[src/rtl/alu_divider_if.sv]
// Request/result bundle for the 8-by-4 unsigned divider.
// Handshake: start is a request that is accepted only when the divider is idle.
// done pulses for one cycle, and quotient/remainder/div_by_zero are valid in that cycle.
// The results then hold until the next completion.
interface alu_divider_if;
  logic       start;
  logic [7:0] dividend;
  logic [3:0] divisor;
  logic       busy;
  logic       done;
  logic [7:0] quotient;
  logic [3:0] remainder;
  logic       div_by_zero;

  modport master (
    output start, dividend, divisor,
    input  busy, done, quotient, remainder, div_by_zero
  );

  modport slave (
    input  start, dividend, divisor,
    output busy, done, quotient, remainder, div_by_zero
  );
endinterface

[src/rtl/alu_divider.sv]
// Sequential restoring divider: 8-bit dividend / 4-bit divisor, one quotient bit per clock.
// A zero divisor bypasses the iteration and reports saturated results.
module alu_divider (
  input  logic        clock,
  input  logic        resetn,
  alu_divider_if.slave bus,
  output logic [1:0]  fsm_state
);

  typedef enum logic [1:0] {
    IDLE = 2'd0,
    RUN  = 2'd1,
    DONE = 2'd2
  } state_t;

  state_t     state;
  logic [7:0] dvd_q;
  logic [3:0] dvs_q;
  logic [3:0] part_q;
  logic [7:0] quo_q;
  logic [2:0] count_q;

  logic [4:0] shifted;
  logic [4:0] diff;
  logic       take;
  logic [3:0] next_part;
  logic [7:0] next_quo;

  assign fsm_state = state;

  // The partial remainder always stays below the divisor, so 4 stored bits suffice.
  // Only the shifted value needs the extra fifth bit.
  always_comb begin
    shifted   = {part_q, dvd_q[7]};
    diff      = shifted - {1'b0, dvs_q};
    take      = (shifted >= {1'b0, dvs_q});
    next_part = take ? diff[3:0] : shifted[3:0];
    next_quo  = {quo_q[6:0], take};
  end

  always_ff @(posedge clock or negedge resetn) begin
    if (!resetn) begin
      state           <= IDLE;
      dvd_q           <= 8'h00;
      dvs_q           <= 4'h0;
      part_q          <= 4'h0;
      quo_q           <= 8'h00;
      count_q         <= 3'd0;
      bus.busy        <= 1'b0;
      bus.done        <= 1'b0;
      bus.quotient    <= 8'h00;
      bus.remainder   <= 4'h0;
      bus.div_by_zero <= 1'b0;
    end else begin
      case (state)
        IDLE: begin
          if (bus.start) begin
            if (bus.divisor == 4'h0) begin
              state           <= DONE;
              bus.done        <= 1'b1;
              bus.quotient    <= 8'hFF;
              bus.remainder   <= bus.dividend[3:0];
              bus.div_by_zero <= 1'b1;
            end else begin
              state    <= RUN;
              bus.busy <= 1'b1;
              dvd_q    <= bus.dividend;
              dvs_q    <= bus.divisor;
              part_q   <= 4'h0;
              quo_q    <= 8'h00;
              count_q  <= 3'd0;
            end
          end
        end
        RUN: begin
          dvd_q   <= {dvd_q[6:0], 1'b0};
          part_q  <= next_part;
          quo_q   <= next_quo;
          count_q <= count_q + 3'd1;
          // The eighth step publishes its own result directly, not via quo_q/part_q.
          if (count_q == 3'd7) begin
            state           <= DONE;
            bus.busy        <= 1'b0;
            bus.done        <= 1'b1;
            bus.quotient    <= next_quo;
            bus.remainder   <= next_part;
            bus.div_by_zero <= 1'b0;
          end
        end
        DONE: begin
          state    <= IDLE;
          bus.done <= 1'b0;
        end
        default: begin
          state    <= IDLE;
          bus.busy <= 1'b0;
          bus.done <= 1'b0;
        end
      endcase
    end
  end

endmodule

[src/flat_wrapper.sv]
// flat-port wrapper written by rule: the top's interface ports become plain ports
module alu_divider_flat 
  (clock, resetn, fsm_state, bus_start, bus_dividend, bus_divisor, bus_busy, bus_done, bus_quotient, bus_remainder, bus_div_by_zero);
  alu_divider_if bus_i ();
  input  logic clock;
  input  logic resetn;
  output logic [1:0] fsm_state;
  input wire logic [$bits(bus_i.start)-1:0] bus_start;
  input wire logic [$bits(bus_i.dividend)-1:0] bus_dividend;
  input wire logic [$bits(bus_i.divisor)-1:0] bus_divisor;
  output wire logic [$bits(bus_i.busy)-1:0] bus_busy;
  output wire logic [$bits(bus_i.done)-1:0] bus_done;
  output wire logic [$bits(bus_i.quotient)-1:0] bus_quotient;
  output wire logic [$bits(bus_i.remainder)-1:0] bus_remainder;
  output wire logic [$bits(bus_i.div_by_zero)-1:0] bus_div_by_zero;
  assign bus_i.start = bus_start;
  assign bus_i.dividend = bus_dividend;
  assign bus_i.divisor = bus_divisor;
  assign bus_busy = bus_i.busy;
  assign bus_done = bus_i.done;
  assign bus_quotient = bus_i.quotient;
  assign bus_remainder = bus_i.remainder;
  assign bus_div_by_zero = bus_i.div_by_zero;
  alu_divider u_core (.clock(clock), .resetn(resetn), .bus(bus_i), .fsm_state(fsm_state));
endmodule
[config.mk]
export PLATFORM = sky130hd
export DESIGN_NAME = alu_divider_flat
export DESIGN_NICKNAME = d
export VERILOG_FILES = /design/src/rtl/alu_divider_if.sv /design/src/rtl/alu_divider.sv /design/src/flat_wrapper.sv
export SDC_FILE = /design/constraint.sdc
export NUM_CORES = 1
export LEC_CHECK = 0
export CORE_UTILIZATION = 35
export CTS_BUF_LIST = sky130_fd_sc_hd__clkbuf_8
export DETAILED_ROUTE_END_ITERATION = 12
export SYNTH_ARGS = -nofsm -noshare
export SYNTH_HDL_FRONTEND = slang
export SYNTH_SLANG_ARGS = --single-unit
[constraint.sdc]
create_clock -name clock -period 5.68 [get_ports clock]
set_input_delay 0.568 -clock clock [delete_from_list [all_inputs] [get_ports clock]]
set_output_delay 0.568 -clock clock [all_outputs]
set_load 0.02 [all_outputs]
==> key figures <==
Status
  – Outcome: complete, no violations

Die
  – Ports: 32
  – Die Y: 77.6 um
  – Chip width: 77.6 um
  – Placement Rows: 27
  – Initial core utilization: 36.4%
  – Total core area: 0.00551 sq mm
  – Die ar.: 0.00603 sq mm

Global routing
  – Initial antenna violation count: 0
  – GRT Util Overall: 15.4%
  – Largest net degree at the start of global routing: 44
  – Grt total ovfl: 0
  – Global-route wire length before repair: 7.11 mm
  – Vias in the first global route: 1,487

Timing
  – Worst-Margin Slew: 960 ps
  – Rel. slew slack: 36.0%
  – F_max: 440 MHz
  – Setup Total Neg Slack: 0 ps
  – Final cycle utilization of the critical path: 40.0%
  – Hold slack: 407 ps
  – RSZ-0062 raised after global routing: no
  – Final Max Slew Viols: 0
  – Hold Vio Cnt, Final: 0
  – Clk_skew: 6.70 ps
  – # setup viols final: 0
  – Min Clock Period, post-route: 2270 ps

Clocking
  – Post_cts resized: 0
  – Num Clock Sinks: 43
  – Post-CTS setup buffers: 0
  – Cts bufs inserted: 5
  – H-tree depth: 2
  – Root buffer cell: clkbuf_8
  – CTS tree: yes
  – CTS Hold Bufs: 0
  – Clock slew at reported path FFs: 80 ps
  – Worst-Skew Late Latency: 300 ps
  – Clk buf depth: 2

Yosys
  – Net Count, Synth: 228
  – Synthesis-stage register bit count: 43
  – Top FF cell, synth: dfrtp_1
  – Syn Area/Cell: 9.72 sq um
  – Synthesized area: 0.00200 sq mm
  – Post-synth top area share: 53.8%
  – Top cells by area, synth: dfrtp_1 54%, a31oi_1 6.3%, nor2_1 5.8%
  – Cells after Synth: 206
  – EDFF count, synth: 0
  – Ys Warns: 0
  – Leading area contributor after synthesis: dfrtp_1
  – Synth cell types: 34
  – Most frequent cell after synthesis: dfrtp_1
  – Asr flop ratio synth: 100%
  – Seq/Total Area, Yosys: 53.8%
  – Post-synth top cells: 43 x dfrtp_1, 31 x nor2_1, 30 x nand2_1, 20 x a31oi_1, 14 x inv_1

Final layout
  – Final instance area: 0.00244 sq mm
  – Register area: 0.00108 sq mm
  – Layout cell share with drive strength beyond 1: 8.02%
  – Multi-input gate area: 825 sq um
  – Ant. Diodes: 0
  – Fillers: 540
  – Final nets: 258
  – Layout area overhead: 22.1%

Drt
  – WL final: 4.10 mm
  – Violation count after the first detailed-route iteration: 58
  – Vias per inst: 4.90
  – Router iterations before antenna repair: 4
  – ANT nets after route: 0
  – Avg WL per Cell: 13.3 um
  – Detailed-route DRC error count: 0
  – DR vias: 1,513

Critical path
  – Largest stage delay on the critical path: 710 ps
  – Critical Path RT: 5110 ps
  – CP cell instances: clkdlybuf4s50_1
  – Crit path max-delay cell type: clkdlybuf4s50_1
  – Worst EP arrival: 1700 ps
  – Worst Reg2Reg Path Length in Cells: 3
  – CP Launch Type: register
  – Setup crit end kind: output port
  – Levels on crit path: 1
  – CP Max Fanout: 15
  – CP bufs+invs: 1
  – Crit Path Category: reg2out
  – CP top delay family: buffers and inverters

Power and ir drop
  – P per Cell Area: 626 mW/mm^2
  – VDD IR-drop max: 243 uV
  – Leak: 1.07 nW
  – Overall power: 1.53 mW

Placement
  – Placed Area: 0.00236 sq mm
  – Dpl hpwl: 2.86 mm
  – IO Port Bufs: 31
  – RD Place Congestion: 0.749

Flow run
  – Maxcap violations: 0

Worst hold path
  – HP Class: in2async
==> routing by layer <==
layer  GRT usage [%]  up-vias  wire [um]
li1                -      765          -
met2            23.5       28       1870
met1            21.1      716       2040
met3            3.76        4        129
met5               0        -          0
met4            5.66        0         55
==> through the flow <==
| step | worst slack, ps | cells | util [%] |
|---|---|---|---|
| global placement | 3100 | 301 | 42.9 |
| finish | 3410 | 309 | 44.4 |
| detailed placement | 3070 | 301 | 42.9 |
| global route | 3190 | 309 | 44.4 |
| CTS | 3380 | 309 | 44.4 |
| floorplan | 3790 | 206 | - |
==> final timing paths <==
check	slack (ps)	endpoint	from
min	410	u_core.bus.quotient[0]	resetn
min in group clock	480	u_core.dvd_q[0]	u_core.dvd_q[0]
max in group asynchronous	4680	u_core.dvd_q[1]	resetn
max reg2reg	3640	u_core.quo_q[3]	u_core.fsm_state[0]
min reg2reg	480	u_core.dvd_q[0]	u_core.dvd_q[0]
max	3410	fsm_state[0]	u_core.fsm_state[0]
==> cells in the final DEF (no fill, tap or decap), types with 2 or more instances in the layout <==
| cell type | instances |
|---|---|
| a22o_1 | 2 |
| o21ai_0 | 6 |
| o22ai_1 | 8 |
| clkbuf_8 | 5 |
| nand2_1 | 30 |
| a21oi_1 | 9 |
| dfrtp_1 | 43 |
| clkdlybuf4s50_1 | 30 |
| a21o_1 | 2 |
| a31oi_1 | 20 |
| nor2_1 | 31 |
| mux2i_1 | 2 |
| nand2b_1 | 4 |
| nand3_1 | 3 |
| inv_1 | 15 |
| ha_1 | 6 |
==> flip-flops by register name (all words and copies together), names as in the netlist <==
register	flops
u_core.bus.quotient	8
u_core.dvd_q	8
u_core.quo_q	7
u_core.bus.remainder	4
u_core.dvs_q	4
u_core.part_q	4
u_core.count_q	3
u_core.fsm_state	2
u_core.bus.busy	1
u_core.bus.div_by_zero	1
u_core.bus.done	1
==> cell families (layout without fill, tap and decap cells) <==
family	Yosys count	after routing	share of synthesized area [%]
buffers and inverters	24	55	5.06
adder cells (fa/ha/maj)	7	7	4.75
AND/OR/NAND/NOR	75	75	16.7
XOR/XNOR	1	1	0.438
flip-flops	43	43	53.7
multiplexers	4	4	2.31
AO/OA/AOI/OAI	52	52	16.9
==> final cells by class <==
cell class                 count  area share [%]
inverter                      15            2.30
clock buffer                   5            2.81
clock inverter                 3           0.665
timing repair buffer          32            12.8
multi-input combinational    139            33.7
sequential                    43            44.0
tap                           72            3.68
==> report_power, final <==
group | switching (mW) | internal, mW | total [mW]
combinational | 0.435 | 0.359 | 0.795
sequential | 0.0932 | 0.451 | 0.545
clock | 0.106 | 0.0842 | 0.190
total | 0.635 | 0.895 | 1.53
No activity file was read; power rests on OpenSTA's default activity.
==> patch 1: new RTL, config.mk and constraints unchanged <==
Make the reset (`resetn`) synchronous in one clocked block.
--- a/src/rtl/alu_divider.sv
+++ b/src/rtl/alu_divider.sv
@@ -38,7 +38,7 @@
     next_quo  = {quo_q[6:0], take};
   end
 
-  always_ff @(posedge clock or negedge resetn) begin
+  always_ff @(posedge clock) begin
     if (!resetn) begin
       state           <= IDLE;
       dvd_q           <= 8'h00;
Behaviour: differs if resetn is asserted again (counterexample within 4 cycles, from zero or initial values and one cycle with resetn low); with resetn held inactive, the same outputs for 10 cycles.
==> patch 1 against the original RTL <==
Synthesized area fell by 5.3%. Die area fell by 5.2%. Critical path depth rose by 2. First-iteration DRC count rose by 52%. Wire length fell by 0.22%. Final area fell by 5.5%. Register-to-register slack got worse by 0.07 ns. Highest routed layer unchanged. Sequential cell count did not move. Setup slack got worse by 0.29 ns.
Power is not compared: it rests on default switching activity, and its combinational part moved more than twofold at a synthesized area within 25%.
==> patch 1: results (changes against the original RTL) <==
| Metric | Value |
|---|---|
| First drt pass iteration count | `4 (unchanged)` |
| EDFF count, synth | `0 (unchanged)` |
| Synth Area per Inst | `9.11 µm² (was 9.72 µm²)` |
| Synth Net Count | `230 (was 228)` |
| CTS clk-pin slew, worst paths | `0.09 ns` |
| Biggest regs | `u_core.bus.quotient (8), u_core.dvd_q (8), u_core.quo_q (7) (unchanged)` |
| Synth cell types | `46 (was 34)` |
| Area post-placement | `2230 µm² (was 2360 µm²)` |
| DPL Wire Length | `2860 µm (about the same)` |
| Total track usage | `15.9% (was 15.4%)` |
| DP Cell Count | `298 (was 301)` |
| Max incr delay on CP | `0.89 ns (was 0.71 ns)` |
| Initial drt markers | `88 (was 58)` |
| Cell taking the most area after synthesis | `dfxtp_1 (was dfrtp_1)` |
| Routed vias/inst | `5.12 (was 4.90)` |
| H-tree levels | `2 (unchanged)` |
| Peak supply drop | `between 0.0001 and 0.00015 V` |
| Layout fillers | `520 (was 540)` |
| Vias in the first global route | `1,426 (was 1,487)` |
| Layout cells sized above 1 | `9.32% (was 8.02%)` |
| Slew at the pin closest to its max-slew limit | `1.07 ns (was 0.960 ns)` |
| CP Max Fanout | `26 (was 15)` |
| Synth top area cells | `dfxtp_1, nor2_1, nand2_1 (was dfrtp_1, a31oi_1, nor2_1)` |
| Worst skew pair latency | `0.30 ns (about the same)` |
| Slowest library cell on the worst path | `clkdlybuf4s50_1 (unchanged)` |
| CTS-repair resized insts | `0 (unchanged)` |
| Lkg Pwr | `0.884 nW` |
| # diodes | `0 (unchanged)` |
| Pre-CTS setup slack | `2.83 ns (was 3.07 ns)` |
| Leading cell types by count after synthesis | `dfxtp_1, nor2_1, nand2_1 (was dfrtp_1, nor2_1, nand2_1)` |
| Worst clock skew | `0.00567 ns (was 0.00670 ns)` |
| Worst Hold Class | `reg2reg (was in2async)` |
| Largest net degree at the start of global routing | `27 (was 44)` |
| CTS max path bufs | `2 (unchanged)` |
| Outcome | `finished clean (unchanged)` |
| Routability Congestion | `0.753 (was 0.749)` |
| Drt total wl | `4090 µm (was 4100 µm)` |
| Worst EP arrival | `2.76 ns (was 1.70 ns)` |
| DR vias | `1,568 (was 1,513)` |
| Ys async rst share | `0% (was 100%)` |
| NumNets Final | `257 (was 258)` |
| Synth warn | `0 (unchanged)` |
| First-pass GRT wire length | `6740 µm (was 7110 µm)` |
| Worst path top cell family by delay | `buffers and inverters (unchanged)` |
| Sequential area share after synthesis | `45.4% (was 53.8%)` |
## patch 1: cell types whose count changed after synthesis, sizes merged, moves of 7 or more
cell / delta
inv: -9
dfrtp: -43
dfxtp: +43
o221a: +7
o22ai: -7
a31oi: -15
a22oi: +8
## patch 1: cell type report
class | instances | area, µm² | area share (%)
Inverter | 7 | 26.3 | 1.14
Clock buffer | 5 | 68.8 | 2.98
Timing Repair Buffer | 32 | 318 | 13.8
Tap cell | 70 | 87.6 | 3.79
Multi-Input combinational cell | 146 | 933 | 40.4
Clock inverter | 3 | 16.3 | 0.704
Sequential cell | 43 | 861 | 37.2
## patch 1: worst paths after layout
kind / depth (start not counted) / startpoint / endpoint / slack, ns
worst min-delay path: 2 / u_core.dvd_q[0] / u_core.dvd_q[0] / 0.46
worst max-delay path: 3 / resetn / u_core.dvd_q[3] / 3.11
worst max register to register: 4 / u_core.fsm_state[0] / u_core.bus.quotient[5] / 3.57
worst min register to register: 2 / u_core.dvd_q[0] / u_core.dvd_q[0] / 0.46
## patch 1: logic make-up (layout without fill, tap and decap cells)
kind of cell / after synthesis / after routing / synth area share [%]
buffers and inverters: 19 / 47 / 5.35
DFF: 43 / 43 / 45.4
adders and majority gates: 7 / 7 / 5.02
xor gates and xnor gates: 1 / 1 / 0.462
muxes: 4 / 4 / 2.11
and+or+nand+nor: 78 / 78 / 19.1
AOI/OAI and AO/OA: 56 / 56 / 22.6
## patch 1: per-layer routing
layer | track usage (%) | vias to the layer above | wire, µm
met4 | 5.35 | 0 | 39
li1 | - | 802 | -
met2 | 23.9 | 36 | 1710
met1 | 21.6 | 726 | 2110
met3 | 5.03 | 4 | 233
met5 | 0 | - | 0
## patch 1: report_power, final
part / switching [mW] / internal [mW]
sequential: 0.0118 / 0.317
clock: 0.106 / 0.0842
combinational: 0.0652 / 0.0522
==> patch 2: new RTL, same flow settings <==
Made on the original files. Put one more register stage on the output `fsm_state`, without a reset. The value now appears one clock later. The other outputs are not delayed to match.
--- a/src/rtl/alu_divider.sv
+++ b/src/rtl/alu_divider.sv
@@ -26,7 +26,9 @@
   logic [3:0] next_part;
   logic [7:0] next_quo;
 
-  assign fsm_state = state;
+  always_ff @(posedge clock) begin
+    fsm_state <= state;
+  end
 
   // The partial remainder always stays below the divisor, so 4 stored bits suffice.
   // Only the shifted value needs the extra fifth bit.
Formal check against the unedited RTL: not equivalent (Yosys sat finds a counterexample within 4 cycles, from zero or initial values and one cycle with resetn low).
==> patch 2 against the original RTL <==
Clock power increased by 28%. Wire length increased by 7.6%. Register-to-register slack got worse by 0.06 ns. Final area increased by 3.5%. Hold slack improved by 0.015 ns. Sequential cell count increased by 2. Synthesized area increased by 2.9%. Setup slack got worse by 0.080 ns. Count of clock-buffer cells in the layout unchanged. Sequential power increased by 5.3%. Total power increased by 1.4%. Largest power group unchanged. Highest routed layer unchanged.
==> patch 2: results (changes against the original RTL) <==
| Metric | Value |
|---|---|
| Layout cells sized above 1 | `8.53% (was 8.02%)` |
| Synth cell types | `43 (was 34)` |
| Worst Hold Class | `in2async (unchanged)` |
| CTS clk-pin slew, worst paths | `0.09 ns` |
| Vias in the first global route | `1,501 (was 1,487)` |
| CP Max Fanout | `24 (was 15)` |
| First-pass GRT wire length | `7270 µm (was 7110 µm)` |
| Lkg Pwr | `1.08 nW (was 1.07 nW)` |
| Layout fillers | `526 (was 540)` |
| DPL Wire Length | `3040 µm (was 2860 µm)` |
| Peak supply drop | `0.000280 V (was 0.000243 V)` |
| CTS-repair resized insts | `0 (unchanged)` |
| Slowest library cell on the worst path | `a21o_1 (was clkdlybuf4s50_1)` |
| Max incr delay on CP | `0.67 ns (was 0.71 ns)` |
| IO Port Bufs | `31 (unchanged)` |
| NumNets Final | `232 (was 258)` |
| Drt total wl | `4410 µm (was 4100 µm)` |
| Worst skew pair latency | `0.30 ns (about the same)` |
| CTS root buffer | `clkbuf_8 (unchanged)` |
| Ys async rst share | `95.6% (was 100%)` |
| Outcome | `finished clean (unchanged)` |
| Total track usage | `15.4% (about the same)` |
| Area post-placement | `2420 µm² (was 2360 µm²)` |
| Leading cell types by count after synthesis | `dfrtp_1, nand2_1, o21ai_0 (was dfrtp_1, nor2_1, nand2_1)` |
| Synth top area cells | `dfrtp_1, a22o_1, ha_1 (was dfrtp_1, a31oi_1, nor2_1)` |
| CTS max path bufs | `2 (unchanged)` |
| H-tree levels | `2 (unchanged)` |
| Routed vias/inst | `5.16 (was 4.90)` |
| Routability Congestion | `0.814 (was 0.749)` |
| TritonCTS Buffers | `5 (unchanged)` |
| Initial antenna violation count | `0 (unchanged)` |
| Worst EP arrival | `2.50 ns (was 1.70 ns)` |
| Worst clock skew | `0.00684 ns (was 0.00670 ns)` |
| Biggest regs | `u_core.bus.quotient (8), u_core.dvd_q (8), u_core.quo_q (7) (unchanged)` |
| Slew headroom | `35.0% (was 36.0%)` |
| Synth Net Count | `200 (was 228)` |
| Setup bufs post-CTS | `0 (unchanged)` |
| Initial drt markers | `138 (was 58)` |
| Sequential area share after synthesis | `54.2% (was 53.8%)` |
| First drt pass iteration count | `4 (unchanged)` |
| Final hold violation count | `0 (unchanged)` |
## patch 2: layout make-up
class | count | area [µm²] | area share (%)
clock buffer | 5 | 68.8 | 2.72
inverter | 12 | 45.0 | 1.78
sequential | 45 | 1120 | 44.1
timing repair buffer | 31 | 305 | 12.1
tap | 72 | 90.1 | 3.56
clock inverter | 3 | 46.3 | 1.83
multi-input combinational | 115 | 860 | 34.0
## patch 2: cells by family (layout without fill, tap and decap cells)
| kind of cell | count (synthesis) | count (layout) | synth area share (%) |
|---|---|---|---|
| buf+inv | 18 | 51 | 4.13 |
| simple gates | 43 | 43 | 11.2 |
| fa+ha+maj | 7 | 7 | 4.61 |
| flops | 45 | 45 | 54.2 |
| mux | 5 | 5 | 2.49 |
| xor+xnor | 1 | 1 | 0.425 |
| compound gates | 59 | 59 | 23.0 |
## patch 2: path summary, 6_finish.rpt
check                           slack (ns)                endpoint  depth (start not counted)            start
worst max-delay path                  3.33         u_core.dvd_q[7]                          4   bus_divisor[1]
worst min-delay path                  0.42  u_core.bus.quotient[0]                          1           resetn
max in group asynchronous             4.65         u_core.dvs_q[3]                          1           resetn
worst min register to register        0.48         u_core.dvd_q[6]                          2  u_core.dvd_q[6]
worst max register to register        3.58  u_core.bus.quotient[6]                          4  u_core.state[0]
min in group clock                    0.48         u_core.dvd_q[6]                          2  u_core.dvd_q[6]
## patch 2: layer usage
metal  vias up  part of all wire (%)  global-route usage (%)
met3         6                   4.4                    4.02
met1       698                    49                    22.1
li1        719                     -                       -
met5         -                     0                       0
met2        36                    45                    22.3
met4         0                   1.3                    5.00
## patch 2: critical path, delay by kind of cell
family	cells	cell delay (ns)
AOI/OAI and AO/OA	3	1.41
buffers and inverters	1	0.51
## patch 2: power by group
group          internal, mW  switching, mW  total (mW)
registers             0.469          0.106       0.574
logic                 0.340          0.393       0.734
clock network         0.132          0.112       0.244
## patch 2: through the flow
step	setup WS [ns]	cells
after detailed placement	2.97	275
after global routing	3.18	283
after CTS	3.30	283
after floorplan	3.87	178
after global placement	3.05	275
final	3.33	283
